`src/rtl/ads42_spi_pkg.sv`:
```
// Shared constants and state encoding for the ADS42-style SPI register responder.
// Frame layout, MSB first: {R/W, ADDR[6:0], DATA[7:0]}.
// Imported by ads42_spi_slave.
package ads42_spi_pkg;

   localparam int FRAME_W = 16;   // total bits per frame
   localparam int CMD_W   = 8;    // R/W + address byte
   localparam int RW_BIT  = 15;   // R/W flag position within the frame

   typedef enum logic [1:0] {
      S_IDLE = 2'd0,
      S_CMD  = 2'd1,
      S_DATA = 2'd2,
      S_WAIT = 2'd3
   } state_e;

endpackage

```
`src/rtl/ads42_spi_sync_edge.sv`:
```
// Purpose: 2-flop synchroniser for one asynchronous SPI pin, plus edge detect.
// Latency: o_sync is 2 sys_clk cycles behind the pin; edges flag on the cycle o_sync changes.
// Backpressure: none; free-running sampler.
// Ports: sys_clk/rst_n clock and async active-low reset; i_async raw pin;
//        o_sync synchronised level; o_rise/o_fall one-cycle edge strobes.
module ads42_spi_sync_edge #(
   parameter logic RST_VAL = 1'b0   // idle level of the pin, so reset creates no false edge
) (
   input  logic sys_clk,
   input  logic rst_n,
   input  logic i_async,
   output logic o_sync,
   output logic o_rise,
   output logic o_fall
);

   logic s1_q;
   logic s2_q;
   logic s3_q;

   always_ff @(posedge sys_clk or negedge rst_n) begin
      if (!rst_n) begin
         s1_q <= RST_VAL;
         s2_q <= RST_VAL;
         s3_q <= RST_VAL;
      end else begin
         s1_q <= i_async;
         s2_q <= s1_q;
         s3_q <= s2_q;
      end
   end

   // Edges compare the 2nd (newest safe) and 3rd flops.
   assign o_sync = s2_q;
   assign o_rise = s2_q & ~s3_q;
   assign o_fall = ~s2_q & s3_q;

endmodule

```
`src/rtl/ads42_spi_slave.sv`:
```
// Purpose: SPI responder for 16-bit {R/W, ADDR, DATA} frames with a local register bank.
// Latency: write/read-done pulses 1 sys_clk after the synchronised 16th SCLK rise; MISO ~3 cycles after SCLK fall.
// Backpressure: none; SCLK must be <= sys_clk/8, frames are never stalled.
// Ports: sys_clk, rst_n (async active-low); i_cs_n/i_spi_clk/i_mosi/o_miso SPI pins;
//        o_wr_vld/o_wr_addr/o_wr_dat write report; o_rd_done, o_frame_err pulses;
//        i_loc_addr/o_loc_dat combinational fabric-side register read.
// Build option: define ADS42_SPI_SLV_READBACK_EN to drive register contents on MISO
//        for read frames; otherwise MISO is tied low and read frames only pulse o_rd_done.
module ads42_spi_slave
   import ads42_spi_pkg::*;
#(
   parameter int ADDR_W  = 7,
   parameter int DATA_W  = 8,
   parameter int REG_NUM = 16
) (
   input  logic              sys_clk,
   input  logic              rst_n,
   input  logic              i_cs_n,
   input  logic              i_spi_clk,
   input  logic              i_mosi,
   output logic              o_miso,
   output logic              o_wr_vld,
   output logic [ADDR_W-1:0] o_wr_addr,
   output logic [DATA_W-1:0] o_wr_dat,
   output logic              o_rd_done,
   output logic              o_frame_err,
   input  logic [ADDR_W-1:0] i_loc_addr,
   output logic [DATA_W-1:0] o_loc_dat
);

   // ---------------- pin synchronisation ----------------
   logic sclk_rise, sclk_fall, sclk_lvl_unused;
   logic cs_lvl, cs_fall, cs_rise_unused;
   logic mosi_s1_q, mosi_s2_q;

   ads42_spi_sync_edge #(.RST_VAL(1'b0)) u_sclk_sync (
      .sys_clk (sys_clk),
      .rst_n   (rst_n),
      .i_async (i_spi_clk),
      .o_sync  (sclk_lvl_unused),
      .o_rise  (sclk_rise),
      .o_fall  (sclk_fall)
   );

   ads42_spi_sync_edge #(.RST_VAL(1'b1)) u_cs_sync (
      .sys_clk (sys_clk),
      .rst_n   (rst_n),
      .i_async (i_cs_n),
      .o_sync  (cs_lvl),
      .o_rise  (cs_rise_unused),
      .o_fall  (cs_fall)
   );

   // MOSI taken from its 2nd flop, the same stage that feeds the SCLK edge detect.
   always_ff @(posedge sys_clk or negedge rst_n) begin
      if (!rst_n) begin
         mosi_s1_q <= 1'b0;
         mosi_s2_q <= 1'b0;
      end else begin
         mosi_s1_q <= i_mosi;
         mosi_s2_q <= mosi_s1_q;
      end
   end

   // ---------------- state ----------------
   state_e              state_q, state_d;
   logic [4:0]          bit_cnt_q, bit_cnt_d;
   logic [CMD_W-2:0]    shift_q, shift_d;
   logic                rw_q, rw_d;
   logic [ADDR_W-1:0]   addr_q, addr_d;
   logic                wr_vld_q, wr_vld_d;
   logic [ADDR_W-1:0]   wr_addr_q, wr_addr_d;
   logic [DATA_W-1:0]   wr_dat_q, wr_dat_d;
   logic                rd_done_q, rd_done_d;
   logic                frame_err_q, frame_err_d;
   logic [DATA_W-1:0]   regs_q [REG_NUM];
   logic [DATA_W-1:0]   regs_d [REG_NUM];

   // Byte completed by the current rising edge: seven earlier bits plus this one.
   logic [CMD_W-1:0]    byte_in;
   assign byte_in = {shift_q, mosi_s2_q};

`ifdef ADS42_SPI_SLV_READBACK_EN
   logic [DATA_W-1:0]   rd_shift_q, rd_shift_d;
   logic                miso_q, miso_d;
   logic [DATA_W-1:0]   cmd_rd_dat;

   // Register addressed by the command byte being completed; 0 outside the bank.
   always_comb begin
      cmd_rd_dat = '0;
      for (int i = 0; i < REG_NUM; i++) begin
         if (byte_in[ADDR_W-1:0] == ADDR_W'(i)) cmd_rd_dat = regs_q[i];
      end
   end
`else
   logic sclk_fall_unused;
   assign sclk_fall_unused = sclk_fall;
`endif

   always_comb begin
      state_d     = state_q;
      bit_cnt_d   = bit_cnt_q;
      shift_d     = shift_q;
      rw_d        = rw_q;
      addr_d      = addr_q;
      wr_vld_d    = 1'b0;
      wr_addr_d   = wr_addr_q;
      wr_dat_d    = wr_dat_q;
      rd_done_d   = 1'b0;
      frame_err_d = 1'b0;
      regs_d      = regs_q;
`ifdef ADS42_SPI_SLV_READBACK_EN
      rd_shift_d  = rd_shift_q;
      miso_d      = miso_q;
`endif

      case (state_q)
         S_IDLE: begin
`ifdef ADS42_SPI_SLV_READBACK_EN
            miso_d = 1'b0;
`endif
            if (cs_fall) begin
               state_d   = S_CMD;
               bit_cnt_d = '0;
               shift_d   = '0;
`ifdef ADS42_SPI_SLV_READBACK_EN
               rd_shift_d = '0;
`endif
            end
         end

         S_CMD: begin
            if (cs_lvl) begin
               state_d     = S_IDLE;
               frame_err_d = 1'b1;
            end else if (sclk_rise) begin
               bit_cnt_d = bit_cnt_q + 5'd1;
               shift_d   = byte_in[CMD_W-2:0];
               if (bit_cnt_q == 5'(CMD_W - 1)) begin
                  rw_d    = byte_in[RW_BIT - CMD_W];
                  addr_d  = byte_in[ADDR_W-1:0];
                  state_d = S_DATA;
`ifdef ADS42_SPI_SLV_READBACK_EN
                  // Writes load zeros so MISO stays low through the data phase.
                  rd_shift_d = byte_in[RW_BIT - CMD_W] ? cmd_rd_dat : '0;
`endif
               end
            end
         end

         S_DATA: begin
            if (cs_lvl) begin
               state_d     = S_IDLE;
               frame_err_d = 1'b1;
`ifdef ADS42_SPI_SLV_READBACK_EN
               miso_d      = 1'b0;
`endif
            end else if (sclk_rise) begin
               bit_cnt_d = bit_cnt_q + 5'd1;
               shift_d   = byte_in[CMD_W-2:0];
               if (bit_cnt_q == 5'(FRAME_W - 1)) begin
                  state_d = S_WAIT;
                  if (rw_q) begin
                     rd_done_d = 1'b1;
                  end else begin
                     // Reported even when the address misses the bank.
                     wr_vld_d  = 1'b1;
                     wr_addr_d = addr_q;
                     wr_dat_d  = byte_in;
                     for (int i = 0; i < REG_NUM; i++) begin
                        if (addr_q == ADDR_W'(i)) regs_d[i] = byte_in;
                     end
                  end
               end
`ifdef ADS42_SPI_SLV_READBACK_EN
            end else if (sclk_fall) begin
               // Falls 8..15 land here, presenting bits 7..0 for master rises 9..16.
               miso_d     = rd_shift_q[DATA_W-1];
               rd_shift_d = {rd_shift_q[DATA_W-2:0], 1'b0};
`endif
            end
         end

         S_WAIT: begin
`ifdef ADS42_SPI_SLV_READBACK_EN
            miso_d = 1'b0;
`endif
            if (cs_lvl) state_d = S_IDLE;
         end

         default: state_d = S_IDLE;
      endcase
   end

   always_ff @(posedge sys_clk or negedge rst_n) begin
      if (!rst_n) begin
         state_q     <= S_IDLE;
         bit_cnt_q   <= '0;
         shift_q     <= '0;
         rw_q        <= 1'b0;
         addr_q      <= '0;
         wr_vld_q    <= 1'b0;
         wr_addr_q   <= '0;
         wr_dat_q    <= '0;
         rd_done_q   <= 1'b0;
         frame_err_q <= 1'b0;
         for (int i = 0; i < REG_NUM; i++) regs_q[i] <= '0;
      end else begin
         state_q     <= state_d;
         bit_cnt_q   <= bit_cnt_d;
         shift_q     <= shift_d;
         rw_q        <= rw_d;
         addr_q      <= addr_d;
         wr_vld_q    <= wr_vld_d;
         wr_addr_q   <= wr_addr_d;
         wr_dat_q    <= wr_dat_d;
         rd_done_q   <= rd_done_d;
         frame_err_q <= frame_err_d;
         for (int i = 0; i < REG_NUM; i++) regs_q[i] <= regs_d[i];
      end
   end

`ifdef ADS42_SPI_SLV_READBACK_EN
   always_ff @(posedge sys_clk or negedge rst_n) begin
      if (!rst_n) begin
         rd_shift_q <= '0;
         miso_q     <= 1'b0;
      end else begin
         rd_shift_q <= rd_shift_d;
         miso_q     <= miso_d;
      end
   end
   assign o_miso = miso_q;
`else
   assign o_miso = 1'b0;
`endif

   assign o_wr_vld    = wr_vld_q;
   assign o_wr_addr   = wr_addr_q;
   assign o_wr_dat    = wr_dat_q;
   assign o_rd_done   = rd_done_q;
   assign o_frame_err = frame_err_q;

   // Fabric-side read port; addresses outside the bank read as 0.
   always_comb begin
      o_loc_dat = '0;
      for (int i = 0; i < REG_NUM; i++) begin
         if (i_loc_addr == ADDR_W'(i)) o_loc_dat = regs_q[i];
      end
   end

endmodule

```
`config.mk`:
```
export PLATFORM = sky130hd
export DESIGN_NAME = ads42_spi_slave
export DESIGN_NICKNAME = d
export VERILOG_FILES = /design/src/rtl/ads42_spi_pkg.sv /design/src/rtl/ads42_spi_sync_edge.sv /design/src/rtl/ads42_spi_slave.sv
export SDC_FILE = /design/constraint.sdc
export NUM_CORES = 1
export LEC_CHECK = 0
export ABC_AREA = 1
export CAP_MARGIN = 20
export CORE_MARGIN = 10
export CORE_UTILIZATION = 35
export DETAILED_ROUTE_END_ITERATION = 8
export GPL_ROUTABILITY_DRIVEN = 1
export SLEW_MARGIN = 20
export SYNTH_ARGS = -nofsm -noshare
export SYNTH_HDL_FRONTEND = slang
export SYNTH_SLANG_ARGS = --single-unit
```
`constraint.sdc`:
```
create_clock -name sys_clk -period 4.2 [get_ports sys_clk]
set_input_delay 0.84 -clock sys_clk [delete_from_list [all_inputs] [get_ports sys_clk]]
set_output_delay 0.84 -clock sys_clk [all_outputs]
set_load 0.1 [all_outputs]
```
# Word-level counts from Yosys, hierarchy flattened
# Index checks and enable logic that the tools add are counted.
dict set report op_classes {
  addsub 1
  n_eq_ne 43
  mux 45
  bitwise_logic 5
  reduce_logical 25
}
# cell count
set ops {}
lappend ops {{$mux W8} 16}
lappend ops {{$eq A7 B4 Y1 const B} 16}
lappend ops {{$reduce_and A6 Y1} 17}
lappend ops {{$eq A7 B3 Y1 const B} 8}
lappend ops {{$eq A7 B2 Y1 const B} 4}
lappend ops {{$mux W7} 3}
lappend ops {{$mux W2} 8}
lappend ops {{$mux W5} 3}
lappend ops {{$eq A7 B1 Y1 const B} 2}
lappend ops {{$logic_not A7 Y1} 2}
lappend ops {{$pmux W7 S2} 1}
lappend ops {{$mux W1} 12}
lappend ops {{$ne A3 B2 Y1 const B} 4}
lappend ops {{$pmux W5 S2} 1}
lappend ops {{$pmux W2 S4} 1}
lappend ops {{$reduce_and A4 Y1} 2}
lappend ops {{$add A5 B1 Y5 const B} 1}
lappend ops {{$eq A5 B3 Y1 const B} 1}
lappend ops {{$eq A5 B4 Y1 const B} 1}
lappend ops {{$reduce_and A5 Y1} 1}
lappend ops {{$eq A2 B2 Y1 const B} 2}
lappend ops {{$ne A2 B1 Y1 const B} 2}
lappend ops {{$ne A2 B2 Y1 const B} 2}
lappend ops {{$not A1 Y1} 3}
lappend ops {{5 further kinds} 6}
dict set report word_totals {
  reg_bits 176
  input_bits 12
  output_inout_bits 27
  word_cells 153
}

# Logic depth before layout (Yosys ltp)
# Gate-level depths: netlist (run 1).
dict set report depth {
  ltp_word 17
  depth_mapped 15
  mapped_depth_nobuf 14
}

# Cells and area by module
# Synthesis (run 1) repeated with hierarchy kept, for this count alone.
dict set report unflattened {
  cells_unflattened 941
  area_unflattened_um2 8047.7
}
# module n_inst cells_per_inst area_per_inst_um2 seq_area_each_um2
set modules_own_cells {}
lappend modules_own_cells {ads42_spi_slave 1 927 7863.8 4254.1}
lappend modules_own_cells {{ads42_spi_sync_edge at u_cs_sync} 1 7 93.8 78.8}
lappend modules_own_cells {{ads42_spi_sync_edge at u_sclk_sync} 1 7 90.1 75.1}

# Worst setup path before layout (run 1)
# Ideal clock, no wire load.
dict set report synth_timing {
  kind {input to output}
  from {in i_loc_addr[0]}
  to {out o_loc_dat[1]}
  t_arrival_ns 2.782
  t_required_ns 3.360
  slack_ns 0.578
  path_stages 14
  n_path_buf 1
  path_cell_list {buf_2 -> inv_1 -> nand2_1 -> nor2_1 -> nand2_1 -> nor2_1 -> nor2_1 -> nand4_1 -> nor2_1 -> nand3_1 -> nand2_1 -> nand3_1 -> nor2_1 -> nand4_1}
}
dict set report synth_via {
  elab_chain_len 17
  word_cells_on_any_way 32
  cone_classes {15 x eq/ne; 16 x mux; 1 x reduce/logical}
}
# element line_no
set synth_lines {}
lappend synth_lines {{start: declaration} ads42_spi_slave.sv:27} ;# input logic [ADDR_W-1:0] i_loc_addr,
lappend synth_lines {{$logic_not A7 Y1} ads42_spi_slave.sv:248} ;# if (i_loc_addr == ADDR_W'(i)) o_loc_dat = regs_q[i];
lappend synth_lines {{$mux W8 (15 in a row)} ads42_spi_slave.sv:248}
lappend synth_lines {{$mux W8 (*)} ads42_spi_slave.sv:248}
lappend synth_lines {{end: declaration} ads42_spi_slave.sv:28} ;# output logic [DATA_W-1:0] o_loc_dat
# Mark *: on every way between the ends. The rest lies on a longest branch, timed or not.

# Worst setup path in the final report (run 1)
dict set report layout_timing {
  from {in i_loc_addr[5]}
  to {out o_loc_dat[1]}
}
# The elaborated chain is that of the path after synthesis.

==> metrics.md, run 1 <==
| Metric | Value |
|---|---|
| Status | `complete, no violations` |
| Total power draw | `~3.8 mW` |
| M3 GR Usage | `3.45%` |
| Core box area | `between 20,000 and 25,000 sq um` |
| Slew headroom | `between 30% and 40%` |
| P_sw | `around 1.1 mW` |
| Initial drt markers | `460` |
| Hold Path Stages | `0` |
| CTS Buf Count | `17` |
| Worst setup SP type | `input port` |
| DIE WIDTH | `~170 um` |
| VDD IR max | `approximately 300 uV` |
| R2R Setup Slk | `1200 ps` |
| Post-DR wirelength/cell | `around 16 um` |
| Clock Pin Slew Worst Setup and Hold Paths | `roughly 70 ps` |
| Max stage delay on crit path | `~410 ps` |
| Clock tree sinks | `approximately 180` |
| Global-route wire length before repair | `roughly 33 mm` |
| # Post-CTS Setup Buffers | `0` |
| Die Y | `between 150 and 200 um` |
| Min Hold Slack | `approximately 350 ps` |
| Max clock buf depth | `2` |
| Pwr dens | `just over 400 nW/um^2` |
| Post-placement setup slack | `between 150 and 200 ps` |
| Fin Clk Skew | `roughly 11 ps` |
| WP data arrival | `3110 ps` |
| Filler cell count | `2,204` |
| Mapped Area | `about 8000 sq um` |
| Slew @ Worst Pin | `a little over 1000 ps` |
| Sw Ratio | `between 20 and 30%` |
| Final setup vio count | `0` |
| Avg Cell Area, Syn | `around 8.3 sq um` |
| Vias in the first global route | `6,076` |
| Slew Limit Fails | `0` |
| Distinct cell type count after synthesis | `33` |
| Pleak | `around 4.2 nW` |
| Worst Hold Class | `reg -> reg` |
| Gr ovfl total | `0` |
| Crit-path max FO | `6` |
| Layout area overhead | `16.9%` |
| Final worst slack | `253 ps` |
| Slowest-stage cell, CP | `clkdlybuf4s50_1` |
| Yosys warning count | `0` |
| Root buffer selected by CTS | `clkbuf_16` |
| PortBufs | `37` |
| RSZ-0062 raised after global routing | `no` |
| Hold_buf cts | `0` |
| Post-layout util | `around two fifths` |
| Die area | `29,000 sq um` |
| Syn_nets | `968` |
| Clock Latency Late Sink | `430 ps` |
| GRT met2 Usage | `around 22%` |
| Seq/Total Area, Yosys | `a little under three fifths` |
| Pre-antenna DRT Iters | `5` |
| Clk pwr share | `41.2%` |
| Synth Instances | `~950` |
| Final hold vios | `0` |
| Pint | `~2.7 mW` |
| Proportion of layout cells with a drive suffix above 1 | `under 10%` |
| H-tree Lvls | `4` |
| ANT cells | `0` |
| Met1 Track Usage GR | `20.0%` |
| DPL Wire Length | `approximately 14 mm` |
| Reg2reg path depth | `11` |
| Initial core utilization | `a little over a third` |
| Combinational Power Share | `approximately an eighth` |
| Max_cap viols | `0` |
| Layout Nets | `999` |
| Initial antenna violation count | `1` |
| Setup TNS Final | `0 ps` |
| Gr usage total | `between 10% and 20%` |
| Max Freq | `roughly 250 MHz` |
| Global route hottest layer | `met2` |
| Std-Cell Rows | `between 50 and 60` |
| CTS tree | `yes` |
| Critical path class | `in -> out` |
| CP Data Required Time | `3360 ps` |
| Detail Route Antenna Nets | `0` |
| CP Capture Type | `output port` |
| Vias | `~6,300` |
| Via/cell ratio | `around 5` |
| Yosys reg bits | `~180` |
| CP cell instances | `clkdlybuf4s50_1 > nor2_1 > nand2_1 > nor2_1 > nand2_1 > or2_2 > nand2_1 > nand3_1 > nor2_1 > nand4_1 > buf_12` |
| Reg power frac | `47.1%` |
| Total Wirelength | `a little over 20 mm` |
| Largest net degree at the start of global routing | `approximately 100` |
| Period utilisation layout | `a little over nine tenths` |
| Io pins | `39` |
| Fin crit period | `between 3000 and 4000 ps` |
| Routability cong. | `0.863` |
| Remaining DRCs | `0` |
[logic make-up (layout without fill, tap and decap cells)]
logic type,Yosys count,count (layout),share of synthesized area (%)
AOI/OAI and AO/OA,172,172,11.7
xor gates and xnor gates,1,1,0.111
adders and majority gates,7,7,1.11
buffers and inverters,144,187,7.14
DFF,176,176,55.8
muxes,3,3,0.380
other,1,1,0.0475
and+or+nand+nor,445,445,23.7
[stage by stage]
step / instance area, sq um / instances
4_1_cts: 9240 / 1272
3_3_place_gp: 8660 / 1241
5_1_grt: 9240 / 1272
2_1_floorplan: 7900 / 949
3_5_place_dp: 8660 / 1241
6_report: 9240 / 1272
[worst max-delay path: cells and delay by family]
kind | cells | cell delay (ps)
buf+inv | 2 | 640
simple gates | 9 | 1610
[sequential cells by signal, indices dropped and copies added, names as in the netlist, 2 cells and up]
name and flops:
o_wr_addr 7, o_wr_dat 8, bit_cnt_q 5, shift_q 7, regs_q 128, state_q 2, addr_q 7
[power by group through the flow]
stage | clock, mW | sequential, mW | combinational (mW)
2_1_floorplan | 0 | 1.82 | 0.247
6_report | 1.55 | 1.77 | 0.444
3_3_place_gp | 0 | 1.80 | 0.443
4_1_cts | 1.57 | 1.77 | 0.450
5_1_grt | 1.65 | 1.78 | 0.493
3_5_place_dp | 0 | 1.80 | 0.449
[per-layer routing]
| layer | wire [um] | up-vias |
|---|---|---|
| li1 | - | 3092 |
| met1 | 9930 | 3035 |
| met2 | 8970 | 150 |
| met3 | 993 | 19 |
| met4 | 313 | 0 |
| met5 | 0 | - |
[cell type report]
cell class / count / area, sq um / area share, %
flip-flops and latches: 176 / 4410 / 47.7
multi-input cells: 629 / 2930 / 31.7
repair buffers: 54 / 592 / 6.41
clock buffers: 21 / 470 / 5.09
inverters: 102 / 383 / 4.14
well taps: 280 / 350 / 3.79
clock inverters: 10 / 105 / 1.14
[synth_stat cells]
master | instances | area, sq um
o31ai_1 | 2 | 15.0
conb_1 | 1 | 3.75
o21ai_1 | 8 | 40.0
nand2_2 | 4 | 25.0
o22ai_1 | 8 | 50.1
nand2_1 | 263 | 987
o21ai_0 | 118 | 591
or2_2 | 2 | 12.5
nor3_4 | 1 | 16.3
nand3_1 | 43 | 215
inv_2 | 3 | 11.3
o21ai_2 | 8 | 70.1
buf_6 | 1 | 11.3
xor2_1 | 1 | 8.76
a21oi_1 | 21 | 105
a31oi_1 | 1 | 6.26
dfstp_2 | 3 | 78.8
nor4_1 | 1 | 6.26
nor4_2 | 1 | 12.5
o211ai_1 | 6 | 45.0
mux2i_1 | 3 | 30.0
buf_4 | 3 | 22.5
nor2_1 | 88 | 330
buf_2 | 4 | 20.0
nor4_4 | 1 | 21.3
nor3b_1 | 3 | 22.5
nor3_1 | 18 | 90.1
dfrtp_1 | 173 | 4330
inv_1 | 99 | 372
clkbuf_1 | 34 | 128
nor2_4 | 2 | 22.5
ha_1 | 7 | 87.6
nand4_1 | 18 | 113
[path summary, 6_finish.rpt]
| kind | start | endpoint |
|---|---|---|
| min reg2reg | u_sclk_sync.s1_q$_DFF_PN0_ | u_sclk_sync.o_sync$_DFF_PN0_ |
| max in group asynchronous | rst_n | regs_q[91]$_DFFE_PN0P_ |
| max reg2reg | bit_cnt_q[0]$_DFFE_PN0P_ | regs_q[90]$_DFFE_PN0P_ |
| min in group asynchronous | rst_n | o_frame_err$_DFF_PN0_ |
| max | i_loc_addr[5] | o_loc_dat[1] |
| min | u_sclk_sync.s1_q$_DFF_PN0_ | u_sclk_sync.o_sync$_DFF_PN0_ |
[cell usage in the layout (no fill, tap or decap), drive strengths merged, types with 6 or more instances in the layout]
cell,n
o211ai,6
a21oi,21
o22ai,8
o21ai,134
clkbuf,21
clkdlybuf4s50,28
nand3,43
nand4,18
nor2,90
ha,7
nor3,19
dfrtp,173
inv,104
nand2,267
buf,26
[timing repair]
item | in CTS | in global routing
resized for setup | 0 | 1
endpoints found under the hold margin | 0 | 0
setup endpoints to repair | 0 | 4
Power figures use the tool's default switching activity.
==> run 2: changes to the inputs <==
- CAP_MARGIN: 20 -> not set
==> results of run 2 <==
Same layout as run 1: the final DEF is identical, and so are final timing and power.
==> run 3: changes to the inputs <==
- GPL_ROUTABILITY_DRIVEN: 1 -> not set
- GPL_TIMING_DRIVEN: not set -> 0
==> run 3 against run 2 <==
Compared with the run above: hold slack better by 2.5 ps; via count up 3.0%; setup slack worse by 110 ps.
==> metrics.md, run 3 (synthesized netlist as in run 1, its figures left out) <==
| Metric | Value |
|---|---|
| Status | `complete, no violations` |
| Fin Clk Skew | `12.2 ps (+1.64 ps)` |
| RSZ-0062 raised after global routing | `yes` |
| Vias in the first global route | `6,312 (+3.9%)` |
| Most frequent cells in the layout | `nand2_1 (258), dfrtp_1 (173), o21ai_0 (118)` |
| Std-Cell Rows | `54 (unchanged)` |
| Root buffer selected by CTS | `clkbuf_16` |
| Global-route wire length before repair | `35.1 mm (+6.8%)` |
| Pwr dens | `412 nW/um^2 (+1.1%)` |
| Hold_buf cts | `0 (unchanged)` |
| Period utilisation layout | `96.7% (+2.7 points)` |
| Critical path class | `in -> out` |
| Crit-path max FO | `6 (unchanged)` |
| PortBufs | `36 (-2.7%)` |
| ANT cells | `0 (unchanged)` |
| Slew @ Worst Pin | `994 ps (-21.3 ps)` |
| Post-DR wirelength/cell | `17.0 um (+6.8%)` |
| DPL Wire Length | `15.3 mm (+13%)` |
| Routability cong. | `0.906 (+4.9%)` |
| Clock tree sinks | `176 (unchanged)` |
| Die Y | `170 um (unchanged)` |
| VDD IR max | `290 uV (-3.0%)` |
| Max FFs per register | `128 (unchanged)` |
| Max clock buf depth | `2 (unchanged)` |
| CP Data Required Time | `3360 ps (about the same)` |
| Final hold vios | `0 (unchanged)` |
| Post-placement setup slack | `-927 ps (-1110 ps)` |
| Placed inst area | `8640 sq um (-0.20%)` |
| Initial antenna violation count | `0 (-1)` |
| Total Wirelength | `22.0 mm (+9.1%)` |
| Gr usage total | `15.6% (+1.2 points)` |
| Filler cell count | `2,258 (+2.5%)` |
| Layout area overhead | `17.4%` |
| Io pins | `39 (unchanged)` |
| Worst setup SP type | `input port` |
| Setup TNS Final | `0 ps (unchanged)` |
| Via/cell ratio | `4.99 (+0.91%)` |
| Pleak | `4.24 nW (+0.45%)` |
| Vias | `6,488 (+3.0%)` |
| WP data arrival | `3220 ps (+110 ps)` |
| Max_cap viols | `0 (unchanged)` |
| CTS Buf Count | `17 (unchanged)` |
| Worst Hold Class | `reg -> reg` |
| Remaining DRCs | `0 (unchanged)` |
| Clock Latency Late Sink | `440 ps (about the same)` |
| Post-layout util | `42.1% (+0.16 points)` |
| Slew headroom | `33.5% (+1.3 points)` |
| Proportion of layout cells with a drive suffix above 1 | `9.22% (+0.96 points)` |
| Initial core utilization | `35.9% (unchanged)` |
| Final instance area | `9270 sq um (+0.38%)` |
| Fin crit period | `4060 ps (+114 ps)` |
| Max Freq | `246 MHz (-2.8%)` |
| CP Capture Type | `output port` |
| Reg area | `4410 sq um (unchanged)` |
| Clock Pin Slew Worst Setup and Hold Paths | `70 ps (about the same)` |
| Slew Limit Fails | `0 (unchanged)` |
| Core box area | `22,000 sq um (unchanged)` |
| Layout Nets | `1,025 (+2.6%)` |
| Final worst slack | `139 ps (-114 ps)` |
| CTS tree | `yes` |
| Multi-input logic area | `2980 sq um (+1.7%)` |
| Final setup vio count | `0 (unchanged)` |
| Detail Route Antenna Nets | `0 (unchanged)` |
| Initial drt markers | `567 (+23%)` |
| Top reg by flops | `regs_q` |
| Die area | `29,000 sq um (unchanged)` |
| Gr ovfl total | `0 (unchanged)` |
| H-tree Lvls | `4 (unchanged)` |
| Largest net degree at the start of global routing | `95 (-7.8%)` |
| DIE WIDTH | `170 um (unchanged)` |
| Pre-antenna DRT Iters | `5 (unchanged)` |
| Most common cell after layout, fill and taps aside | `nand2_1` |
[run 3: worst max-delay path, stage by stage]
cell	delay, ps
clkdlybuf4s50_1	570
inv_1	80
nand2_2	120
nor2_1	90
nand2_2	130
nor2_1	80
nor2_1	100
nand4_1	130
nor2_1	170
nand3_1	100
nand2_1	130
nand3_1	100
nor2_1	170
nand4_1	150
buf_4	270
[run 3: layout make-up]
cell class	count	area share (%)
repair buffers	38	4.26
well taps	280	3.78
clock inverters	12	1.34
plain buffers	42	2.01
flip-flops and latches	176	47.5
multi-input cells	629	32.1
clock buffers	20	4.82
inverters	102	4.13
[run 3: path summary, 6_finish.rpt]
kind / startpoint / slack [ps] / cells after the start / end
worst max-delay path: i_loc_addr[3] / 140 / 15 / o_loc_dat[1]
worst max register to register: bit_cnt_q[0]$_DFFE_PN0P_ / 1520 / 12 / regs_q[106]$_DFFE_PN0P_
min in group asynchronous: rst_n / 420 / 1 / o_frame_err$_DFF_PN0_
max in group asynchronous: rst_n / 2890 / 2 / regs_q[115]$_DFFE_PN0P_
worst min register to register: u_sclk_sync.s1_q$_DFF_PN0_ / 350 / 0 / u_sclk_sync.o_sync$_DFF_PN0_
worst min-delay path: u_sclk_sync.s1_q$_DFF_PN0_ / 350 / 0 / u_sclk_sync.o_sync$_DFF_PN0_
[run 3: stage by stage]
step | cells | hold slack [ps] | total power, mW
2_1_floorplan | 949 | 331 | 2.07
3_3_place_gp | 1265 | 333 | 2.28
3_5_place_dp | 1266 | 340 | 2.29
4_1_cts | 1298 | 356 | 3.85
5_1_grt | 1299 | 361 | 3.96
6_report | 1299 | 352 | 3.82
[run 3: what timing repair did]
| item | 4_1_cts | 5_1_grt |
|---|---|---|
| resized for setup | 55 | 21 |
| setup endpoints to repair | 8 | 8 |
| hold endpoints to repair | 0 | 0 |
| setup buffers | 0 | 1 |
| pin swaps | 0 | 6 |
[run 3: layer usage]
layer / wire (um) / global-route usage [%] / up-vias
li1: - / - / 3160
met1: 10700 / 22.2 / 3132
met2: 9920 / 23.7 / 171
met3: 1120 / 2.64 / 25
met4: 343 / 4.92 / 0
met5: 0 / 0 / -
[run 3: report_power, final]
group | total (mW) | internal (mW) | leakage (nW) | switching (mW)
clock | 1.56 | 0.848 | 0.278 | 0.710
combinational | 0.491 | 0.105 | 1.53 | 0.386
sequential | 1.77 | 1.74 | 2.43 | 0.0304
total | 3.82 | 2.69 | 4.24 | 1.13
